### src/rtl/logic_alu_pkg.sv
// Shared opcode/func3 constants and the legality check for the logical-op unit.
package logic_alu_pkg;

    localparam logic [6:0] OPCODE_R  = 7'b0110011;
    localparam logic [6:0] OPCODE_I  = 7'b0010011;
    localparam logic [2:0] FUNC3_XOR = 3'b100;
    localparam logic [2:0] FUNC3_OR  = 3'b110;
    localparam logic [2:0] FUNC3_AND = 3'b111;

    localparam logic SLOT_EMPTY = 1'b0;
    localparam logic SLOT_FULL  = 1'b1;

    function automatic logic is_logic_op(input logic [6:0] opcode, input logic [2:0] func3);
        logic opc_ok;
        logic f3_ok;
        opc_ok = (opcode == OPCODE_R) || (opcode == OPCODE_I);
        f3_ok  = (func3 == FUNC3_XOR) || (func3 == FUNC3_OR) || (func3 == FUNC3_AND);
        return opc_ok && f3_ok;
    endfunction

endpackage

### src/rtl/logic_alu_arbiter_logic_unit.sv
// Combinational XOR/OR/AND unit; anything else yields zero and flags illegal.
module logic_unit
    import logic_alu_pkg::*;
#(
    parameter int XLEN = 32
) (
    input  logic [XLEN-1:0] op1,
    input  logic [XLEN-1:0] op2,
    input  logic [6:0]      opcode,
    input  logic [2:0]      func3,
    output logic [XLEN-1:0] result,
    output logic            illegal
);

    always_comb begin
        illegal = !is_logic_op(opcode, func3);
        result  = '0;
        if (!illegal) begin
            case (func3)
                FUNC3_XOR: result = op1 ^ op2;
                FUNC3_OR:  result = op1 | op2;
                FUNC3_AND: result = op1 & op2;
                default:   result = '0;
            endcase
        end
    end

endmodule

### src/rtl/logic_alu_arbiter.sv
// Two-port round-robin front end for one shared logic unit, with a one-entry
// registered response slot that supports back-to-back reload under backpressure.
module logic_alu_arbiter
    import logic_alu_pkg::*;
#(
    parameter int XLEN  = 32,
    parameter int TAG_W = 4
) (
    input  logic             clk,
    input  logic             rst_n,

    input  logic             req0_valid,
    output logic             req0_ready,
    input  logic [XLEN-1:0]  req0_op1,
    input  logic [XLEN-1:0]  req0_op2,
    input  logic [6:0]       req0_opcode,
    input  logic [2:0]       req0_func3,
    input  logic [TAG_W-1:0] req0_tag,

    input  logic             req1_valid,
    output logic             req1_ready,
    input  logic [XLEN-1:0]  req1_op1,
    input  logic [XLEN-1:0]  req1_op2,
    input  logic [6:0]       req1_opcode,
    input  logic [2:0]       req1_func3,
    input  logic [TAG_W-1:0] req1_tag,

    output logic             rsp_valid,
    input  logic             rsp_ready,
    output logic [XLEN-1:0]  rsp_result,
    output logic [TAG_W-1:0] rsp_tag,
    output logic             rsp_src,
    output logic             rsp_illegal
);

    logic             prio;
    logic             can_accept;
    logic             gnt0_p0;
    logic             gnt1_p0;
    logic             vld_p0;
    logic [XLEN-1:0]  op1_p0;
    logic [XLEN-1:0]  op2_p0;
    logic [6:0]       opcode_p0;
    logic [2:0]       func3_p0;
    logic [TAG_W-1:0] tag_p0;
    logic [XLEN-1:0]  result_p0;
    logic             illegal_p0;

    logic             vld_p1;
    logic [XLEN-1:0]  result_p1;
    logic [TAG_W-1:0] tag_p1;
    logic             src_p1;
    logic             illegal_p1;

    // Stage p0: arbitration and operand select
    assign can_accept = (vld_p1 == SLOT_EMPTY) || rsp_ready;

    // rst_n gating keeps both readys low while reset is held.
    assign gnt0_p0 = rst_n && can_accept && req0_valid && (!req1_valid || !prio);
    assign gnt1_p0 = rst_n && can_accept && req1_valid && (!req0_valid ||  prio);
    assign vld_p0  = gnt0_p0 || gnt1_p0;

    assign req0_ready = gnt0_p0;
    assign req1_ready = gnt1_p0;

    assign op1_p0    = gnt1_p0 ? req1_op1    : req0_op1;
    assign op2_p0    = gnt1_p0 ? req1_op2    : req0_op2;
    assign opcode_p0 = gnt1_p0 ? req1_opcode : req0_opcode;
    assign func3_p0  = gnt1_p0 ? req1_func3  : req0_func3;
    assign tag_p0    = gnt1_p0 ? req1_tag    : req0_tag;

    logic_unit #(
        .XLEN (XLEN)
    ) u_logic_unit (
        .op1     (op1_p0),
        .op2     (op2_p0),
        .opcode  (opcode_p0),
        .func3   (func3_p0),
        .result  (result_p0),
        .illegal (illegal_p0)
    );

    // Stage p1: response slot
    always_ff @(posedge clk or negedge rst_n) begin
        if (!rst_n) begin
            vld_p1     <= SLOT_EMPTY;
            result_p1  <= '0;
            tag_p1     <= '0;
            src_p1     <= 1'b0;
            illegal_p1 <= 1'b0;
            prio       <= 1'b0;
        end else if (vld_p0) begin
            vld_p1     <= SLOT_FULL;
            result_p1  <= result_p0;
            tag_p1     <= tag_p0;
            src_p1     <= gnt1_p0;
            illegal_p1 <= illegal_p0;
            prio       <= gnt0_p0;
        end else if (rsp_ready) begin
            vld_p1     <= SLOT_EMPTY;
        end
    end

    assign rsp_valid   = vld_p1;
    assign rsp_result  = result_p1;
    assign rsp_tag     = tag_p1;
    assign rsp_src     = src_p1;
    assign rsp_illegal = illegal_p1;

endmodule

### config.mk
export PLATFORM = sky130hd
export DESIGN_NAME = logic_alu_arbiter
export DESIGN_NICKNAME = d
export VERILOG_FILES = /design/src/rtl/logic_alu_pkg.sv /design/src/rtl/logic_alu_arbiter_logic_unit.sv /design/src/rtl/logic_alu_arbiter.sv
export SDC_FILE = /design/constraint.sdc
export NUM_CORES = 1
export LEC_CHECK = 0
export ABC_AREA = 1
export BUFFER_PORTS_ARGS = -buffer_cell sky130_fd_sc_hd__buf_4
export CAP_MARGIN = 20
export CORE_MARGIN = 8
export CORE_UTILIZATION = 34
export CTS_CLUSTER_DIAMETER = 30
export CTS_CLUSTER_SIZE = 25
export DETAILED_ROUTE_END_ITERATION = 7
export GPL_ROUTABILITY_DRIVEN = 0
export PLACE_DENSITY = 0.64
export SYNTH_ARGS = -nofsm -noshare
export SYNTH_HDL_FRONTEND = slang
export SYNTH_SLANG_ARGS = --single-unit
export TNS_END_PERCENT = 5
### constraint.sdc
create_clock -name clk -period 6.4 [get_ports clk]
set_clock_uncertainty 0.1 [all_clocks]
set_input_delay 1.28 -clock clk [delete_from_list [all_inputs] [get_ports clk]]
set_output_delay 1.28 -clock clk [all_outputs]
set_load 0.05 [all_outputs]
[Word level (Yosys, flattened, before mapping)]
Index checks and enable logic that the tools add are counted.
Storage, ports and cells
  bits in latches: 0
  output and inout port bits: 41
  RAM bits: 0
  memories kept: 0
  input port bits: 161
  flip-flop bits (word level): 40
  bits in read-only memories: 0
  word-level logic and storage cells: 42
Operators by class
  equality and inequality tests: 5
  reduce and logical (&&, ||, !) cells: 18
  $add $sub $neg: 0
  bitwise logic cells: 4
  shift operators: 0
  $lt $le $gt $ge: 0
  div/mod/pow operators: 0
  $mul: 0
  mux-type cells: 9
Operators by type and width (number)
  32-bit 2-to-1 mux: 3
  32-bit one-hot mux with 3 select lines: 1
  32-bit AND: 1
  32-bit OR: 1
  32-bit bitwise XOR: 1
  3-bit equality test (second input constant): 3
  7-bit by 5-bit equality test with 1-bit output (second input constant): 1
  7-bit by 6-bit equality test with 1-bit output (second input constant): 1
  1-bit logical OR: 7
  7-bit 2-to-1 mux: 1
  1-bit logical AND: 6
  1-bit logical NOT: 4
  4-bit 2-to-1 mux: 1
  3-bit 2-to-1 mux: 1
  1-bit 2-to-1 mux: 2
  2-bit nonzero test: 1
  1-bit inverter: 1

[Logic depth before layout (Yosys ltp)]
Gate-level depths: netlist of the first run.
  word-level depth: 11
  mapped depth: 14

[Modules after synthesis]
From an unflattened synthesis of the first run, not the netlist that was laid out.
Second synthesis, totals
  cells, all modules: 822
  area, all modules: 4895.9 sq um
Modules (own cells, without submodules)
  logic_alu_arbiter: instances 1, sequential area each 1001.0 sq um, cells an instance 434, area an instance 2642.5 sq um
  logic_unit: instances 1, sequential area each 0.0 sq um, cells an instance 388, area an instance 2253.4 sq um

[Least setup slack after synthesis of the first run]
No wires, ideal clock.
  path kind: input port to output port
  start point: input rst_n
  end point: output req1_ready
  cell stages on the path: 5
  path buffers: 2
  path slack: 2.833 ns
  data arrival time: 2.187 ns
  path through: a21boi_4 nand2_4 inv_4 buf_2 buf_2
On the way
  word-level cells in the longest chain between the ends: 3
RTL lines
  from (decl): RTL line logic_alu_arbiter.sv:10  | input logic rst_n,
  1-bit logical AND (3 in series): RTL line logic_alu_arbiter.sv:60  | assign gnt1_p0 = rst_n && can_accept && req1_valid && (!req0_valid || prio);
  to (decl): RTL line logic_alu_arbiter.sv:21  | output logic req1_ready,
Every way passes these cells.

[Final worst setup path of the first run]
Same ends and word-level chain as after synthesis.

==> metrics.md, run 1 <==
| Metric | Value |
|---|---|
| DR WL/cell | between 10 and 15 µm |
| Initial Util | between 30% and 40% |
| Crit share post-route | approximately 66% |
| Antenna Cells | 0 |
| R2R Setup Slk | ~3.2 ns |
| Post-CTS Setup Inserts | 0 |
| Crit path max fanout | 41 |
| Overall routing resource usage | around 16% |
| Net Sw Frac | 40.6% |
| FFs w/ async S/R, synth | 100% |
| Chip height | 133 µm |
| Min Clock Period, post-route | 4.23 ns |
| Logic pwr share | between 40 and 50% |
| P&R area growth vs syn | 35.4% |
| Worst path slowest cell | buf_4 |
| Synth Net Count | around 920 |
| Initial drt markers | 163 |
| Layout cell share with drive strength beyond 1 | 30.1% |
| Worst Max-Slew Pin Slew | just under 0.9 ns |
| Hold-fix buffer count after cts | 0 |
| Seq pwr share | around a quarter |
| Crit end category | output port |
| Max VDD drop | 0.0957 mV |
| Setup crit end | req1_ready |
| Detailed Place HPWL | 11000 µm |
| CTS Buf Count | 5 |
| Most used cell, CP | buf_4 |
| IO Pins | a little over 200 |
| Post-Route WL | ~15000 µm |
| Width of the die | ~130 µm |
| Netlist cell types | 27 |
| Post-Synthesis Cell Area | approximately 4700 µm² |
| Worst slack at placement | 1.85 ns |
| Pint | ~660 µW |
| Post-synth EDFFs | 0 |
| Row Count | 43 |
| Hold Fails Final Rpt | 0 |
| Post-synthesis sequential area ratio | 21.4% |
| Largest net degree at the start of global routing | between 100 and 150 |
| Hold Path Class | reg -> reg |
| Count of input and output buffers | about 200 |
| # clock sinks | 40 |
| Fin nets | between 1000 and 1500 |
| Post-DRT Antenna Nets | 0 |
| Cts repair resizes | 0 |
| Synth warnings | 0 |
| Initial antenna violation count | 0 |
| Vias in the first global route | around 4600 |
| Setup CP Type | in -> out |
| Most frequent cells in the layout | buf_4, nand2_1, inv_1 |
| Critical path arrival | between 2 and 3 ns |
| Final setup fails | 0 |
| Data required, critical path | approximately 5 ns |
| First-pass GRT wire length | between 20000 and 25000 µm |
| Worst reg2reg path depth | 10 |
| Final WS setup | around 2.2 ns |
| RSZ-0062 raised after global routing | false |
| Worst slew margin | 41.0% |
| Grt ovf | 0 |
| MaxCap Viol Count | 0 |
| Remaining DRCs | 0 |
| Reg2reg start | prio |
| Synth Register Bits | 40 |
| Core footprint | approximately 14000 µm² |
| Crit start category | input port |
| CTS max path bufs | 2 |
| Most common cell after layout, fill and taps aside | buf_4 |
| Clk slew on worst S/H paths | ~0.050 ns |
| P per Cell Area | roughly 170 nW/µm² |
| Die area | between 15000 and 20000 µm² |
| Syn Area/Cell | approximately 6.7 µm² |
| Clk_lat worst skew | 0.28 ns |
| CTS HTree Levels | 2 |
| Max Fclk | approximately 0.24 GHz |
| Router iterations before antenna repair | 4 |
| Status | completed |
| Largest stage delay on the critical path | approximately 0.44 ns |
| Root Driver | clkbuf_16 |
| Crit path from | rst_n |
| Leak pwr | 3.69 nW |
| Setup TNS | 0 ns |
| Worst path cell trace | buf_4 -> a21boi_4 -> nand2_4 -> inv_4 -> buf_4 |
| Clock share of power | between 20% and 30% |
| Critical R2R Capture | rsp_result[23] |
| Psw | between 400 and 500 µW |
| DR vias | 4913 |
| Syn Inst Count | between 600 and 700 |
| TritonCTS clock tree | yes |
| Final slew viol count | 0 |
| Top FF cell, synth | dfrtp_1 |
| Vias per cell | 4.72 |
| Power, Total | between 1 and 1.5 mW |
-- layout make-up --
cell class                      instances  area, µm²
Clock inverter                          2       35.0
Fill cell                            1461       7330
Tap cell                              180        225
Clock buffer                            6        129
Timing Repair Buffer                  205       1550
Sequential cell                        40       1000
Multi-Input combinational cell        471       2880
Inverter                              137        517
-- how the worst min path moves through the flow --
stage / start / cells past startpoint / endpoint / slack, ns
floorplan: prio / 2 / prio / 0.45
global placement: rsp_src / 2 / rsp_src / 0.36
detailed placement: rsp_result[31] / 2 / rsp_result[31] / 0.37
CTS: rsp_result[11] / 2 / rsp_result[11] / 0.38
global route: rsp_src / 2 / rsp_src / 0.40
finish: rsp_result[11] / 2 / rsp_result[11] / 0.38
-- critical path: cells and delay by family --
| family | cells | cell delay, ns |
|---|---|---|
| buffers and inverters | 3 | 1.06 |
| AND/OR/NAND/NOR | 1 | 0.11 |
| AO/OA/AOI/OAI | 1 | 0.37 |
-- layer usage --
metal,part of all wire (%),GRT usage [%]
met3,5.4,2.67
met4,1.0,3.37
met5,0,0
met2,46,26.9
met1,48,21.1
-- synth_stat cells, types with 2 or more instances --
library cell / count / share of area [%]
nor2_4: 2 / 0.48
buf_1: 2 / 0.16
inv_1: 133 / 11
clkbuf_1: 13 / 1.0
nor3_1: 2 / 0.21
nand2_1: 149 / 12
nor2_1: 7 / 0.56
o21ai_0: 67 / 7.2
buf_2: 28 / 3.0
buf_6: 8 / 1.9
inv_2: 2 / 0.16
nand4_1: 96 / 13
ha_1: 64 / 17
dfrtp_1: 40 / 21
a21oi_1: 4 / 0.43
nand2_4: 2 / 0.48
nand3_1: 36 / 3.8
or2_2: 31 / 4.1
nand3b_1: 3 / 0.48
o21ai_2: 3 / 0.56
-- state kept, by name, summed over array words and instances (netlist names) --
signal and cells:
rsp_result 32, rsp_tag 4, prio 1, rsp_illegal 1, rsp_src 1, rsp_valid 1
-- power by group through the flow --
stage          Combinational, mW  Sequential [mW]  Clock, mW
2_1_floorplan              0.269            0.382          0
3_3_place_gp               0.527            0.297          0
3_5_place_dp               0.536            0.298          0
4_1_cts                    0.538            0.293      0.290
5_1_grt                    0.595            0.296      0.299
6_report                   0.530            0.294      0.282
-- cells by family (layout without fill, tap and decap cells) --
kind of cell / count (synthesis) / count (layout) / synth area share [%]
AND/OR/NAND/NOR: 330 / 330 / 35.3
buffers and inverters: 188 / 350 / 17.2
AO/OA/AOI/OAI: 77 / 77 / 9.01
adder cells (fa/ha/maj): 64 / 64 / 17.1
flip-flops: 40 / 40 / 21.4
-- metrics by stage --
stage | std cells | util, % | instance area [µm²] | hold slack, ns
2_1_floorplan | 699 | - | 4680 | 0.454
3_3_place_gp | 1032 | 45.0 | 6160 | 0.357
3_5_place_dp | 1033 | 45.2 | 6180 | 0.367
4_1_cts | 1041 | 46.4 | 6340 | 0.384
5_1_grt | 1041 | 46.4 | 6340 | 0.402
6_report | 1041 | 46.4 | 6340 | 0.379
Power figures use the tool's default switching activity.
==> run 2, diff against run 1 <==
--- a/config.mk
+++ b/config.mk
@@ -14,7 +14,7 @@
 export CTS_CLUSTER_SIZE = 25
 export DETAILED_ROUTE_END_ITERATION = 7
 export GPL_ROUTABILITY_DRIVEN = 0
-export PLACE_DENSITY = 0.64
+export PLACE_DENSITY = 0.67
 export SYNTH_ARGS = -nofsm -noshare
 export SYNTH_HDL_FRONTEND = slang
 export SYNTH_SLANG_ARGS = --single-unit
==> constraint.sdc (replaced) <==
create_clock -name clk -period 3.6 [get_ports clk]
set_clock_uncertainty 0.1 [all_clocks]
set_input_delay 0.72 -clock clk [delete_from_list [all_inputs] [get_ports clk]]
set_output_delay 0.72 -clock clk [all_outputs]
set_load 0.05 [all_outputs]
==> metrics.md, run 2 (synthesis results as in run 1) <==
| Metric | Value |
|---|---|
| Vias per cell | between 4 and 5 |
| Final setup fails | 0 |
| Count of input and output buffers | ~200 |
| Final slew viol count | 0 |
| Min Clock Period, post-route | 2.74 ns |
| Detailed Place HPWL | between 10000 and 15000 µm |
| Leak pwr | 3.74 nW |
| Setup TNS | 0 ns |
| Wire length on met2 | 6940 µm |
| Root Driver | clkbuf_16 |
| IO Pins | between 200 and 250 |
| Data required, critical path | about 2.8 ns |
| Worst Max-Slew Pin Slew | about 0.64 ns |
| Max reg flops | 32 |
| Largest net degree at the start of global routing | 58 |
| Initial Util | between 30% and 40% |
| Width of the die | approximately 130 µm |
| Row Count | between 40 and 50 |
| P per Cell Area | 314 nW/µm² |
| WL met1 | 6870 µm |
| Initial drt markers | a little under 200 |
| Most common cell after layout, fill and taps aside | buf_4 |
| Crit start category | input port |
| Logic pwr share | 47.4% |
| Crit path max fanout | 30 |
| Crit end category | output port |
| MaxCap Viol Count | 0 |
| Critical path arrival | between 1.5 and 2 ns |
| Pint | ~1.2 mW |
| Fin nets | approximately 1100 |
| Psw | about 800 µW |
| CTS HTree Levels | 2 |
| Wire length on met3 | roughly 900 µm |
| CTS max path bufs | 2 |
| Seq pwr share | between 20% and 30% |
| TritonCTS clock tree | yes |
| Max Fclk | 0.365 GHz |
| Most frequent cells in the layout | buf_4, nand2_1, inv_1 |
| Router iterations before antenna repair | 4 |
| Post-DRT Antenna Nets | 0 |
| Top sig layer | met4 |
| Chip height | around 130 µm |
| Hold path cells | 2 |
| Status | completed |
| Setup CP Type | in -> out |
| Grt ovf | 0 |
| Layout cell share with drive strength beyond 1 | between 30% and 40% |
| Core footprint | 13700 µm² |
| Fill cells | about 1400 |
| Hold-fix buffer count after cts | 0 |
| Worst slew margin | a little under three fifths |
| RSZ-0062 raised after global routing | false |
| Crit share post-route | 76.2% |
| Net Sw Frac | 39.7% |
| Area post-placement | between 6000 and 7000 µm² |
| Clk slew on worst S/H paths | approximately 0.060 ns |
| Overall routing resource usage | approximately 16% |
| Worst reg2reg path depth | 11 |
| Antenna Cells | 0 |
| Vias in the first global route | approximately 4700 |
| Post-CTS Setup Inserts | 0 |
| First-pass GRT wire length | 24100 µm |
| Worst slack at placement | 0.661 ns |
| Final WS setup | 0.857 ns |
| DR vias | 4954 |
| Post-Route WL | around 15000 µm |
| Final Instance Area | 6430 µm² |
| Initial antenna violation count | 0 |
| Hold Fails Final Rpt | 0 |
| Multi-input logic area | approximately 2900 µm² |
| DR WL/cell | about 14 µm |
| Max VDD drop | roughly 0.22 mV |
| # clock sinks | 40 |
| Hold Path Class | reg -> reg |
| Cts repair resizes | 0 |
| Register area | around 1000 µm² |
| CTS Buf Count | 5 |
| Clock share of power | roughly a quarter |
| P&R area growth vs syn | 37.4% |
| Die area | ~18000 µm² |
| Remaining DRCs | 0 |
| Clk_lat worst skew | between 0.2 and 0.3 ns |
==> run 2: changes by cell type in the layout (fill, tap and decap cells not counted) <==
cell,previous run,this run
clkbuf_1,1,0
buf_4,204,211
clkbuf_8,0,2
buf_12,1,2
clkinv_2,1,0
==> run 2: worst paths after layout <==
kind	startpoint	end	slack, ns
max	rst_n	req1_ready	0.86
min	rsp_src	rsp_src	0.37
max reg2reg	rsp_valid	rsp_result[2]	1.11
min reg2reg	rsp_src	rsp_src	0.37
max in group asynchronous	rst_n	rsp_result[2]	2.62
min in group asynchronous	rst_n	rsp_tag[2]	0.43
==> run 2: metal layers <==
metal,up-vias,track usage [%]
li1,2603,-
met1,2195,21.3
met2,148,27.9
met3,8,2.86
met4,0,3.37
met5,-,0
==> run 2: final cells by class <==
type                       count  area share, %
clock buffer                   7           2.37
clock inverter                 1          0.467
inverter                     137           8.04
multi-input combinational    471           44.8
sequential                    40           15.6
tap                          180           3.50
timing repair buffer         213           25.3
==> run 2: through the flow <==
| stage | total power [mW] | util (%) | instances | hold slack (ns) |
|---|---|---|---|---|
| 6_report | 2.02 | 47.1 | 1049 | 0.373 |
| 5_1_grt | 2.17 | 47.1 | 1049 | 0.399 |
| 4_1_cts | 2.05 | 47.1 | 1049 | 0.381 |
| 3_5_place_dp | 1.50 | 45.7 | 1041 | 0.366 |
| 3_3_place_gp | 1.49 | 45.7 | 1041 | 0.355 |
| 2_1_floorplan | 1.16 | - | 699 | 0.324 |
==> run 2: power groups by stage <==
stage	clock network (mW)	logic [mW]	registers, mW
after floorplan	0	0.478	0.679
after global placement	0	0.959	0.529
after detailed placement	0	0.967	0.530
after CTS	0.553	0.972	0.522
after global routing	0.571	1.07	0.528
final	0.540	0.959	0.522
==> run 2: worst max-delay path, stage by stage <==
cell and delay [ns]:
buf_4 0.09, a21boi_4 0.27, nand2_4 0.09, inv_4 0.25
buf_4 0.27, buf_4 0.23
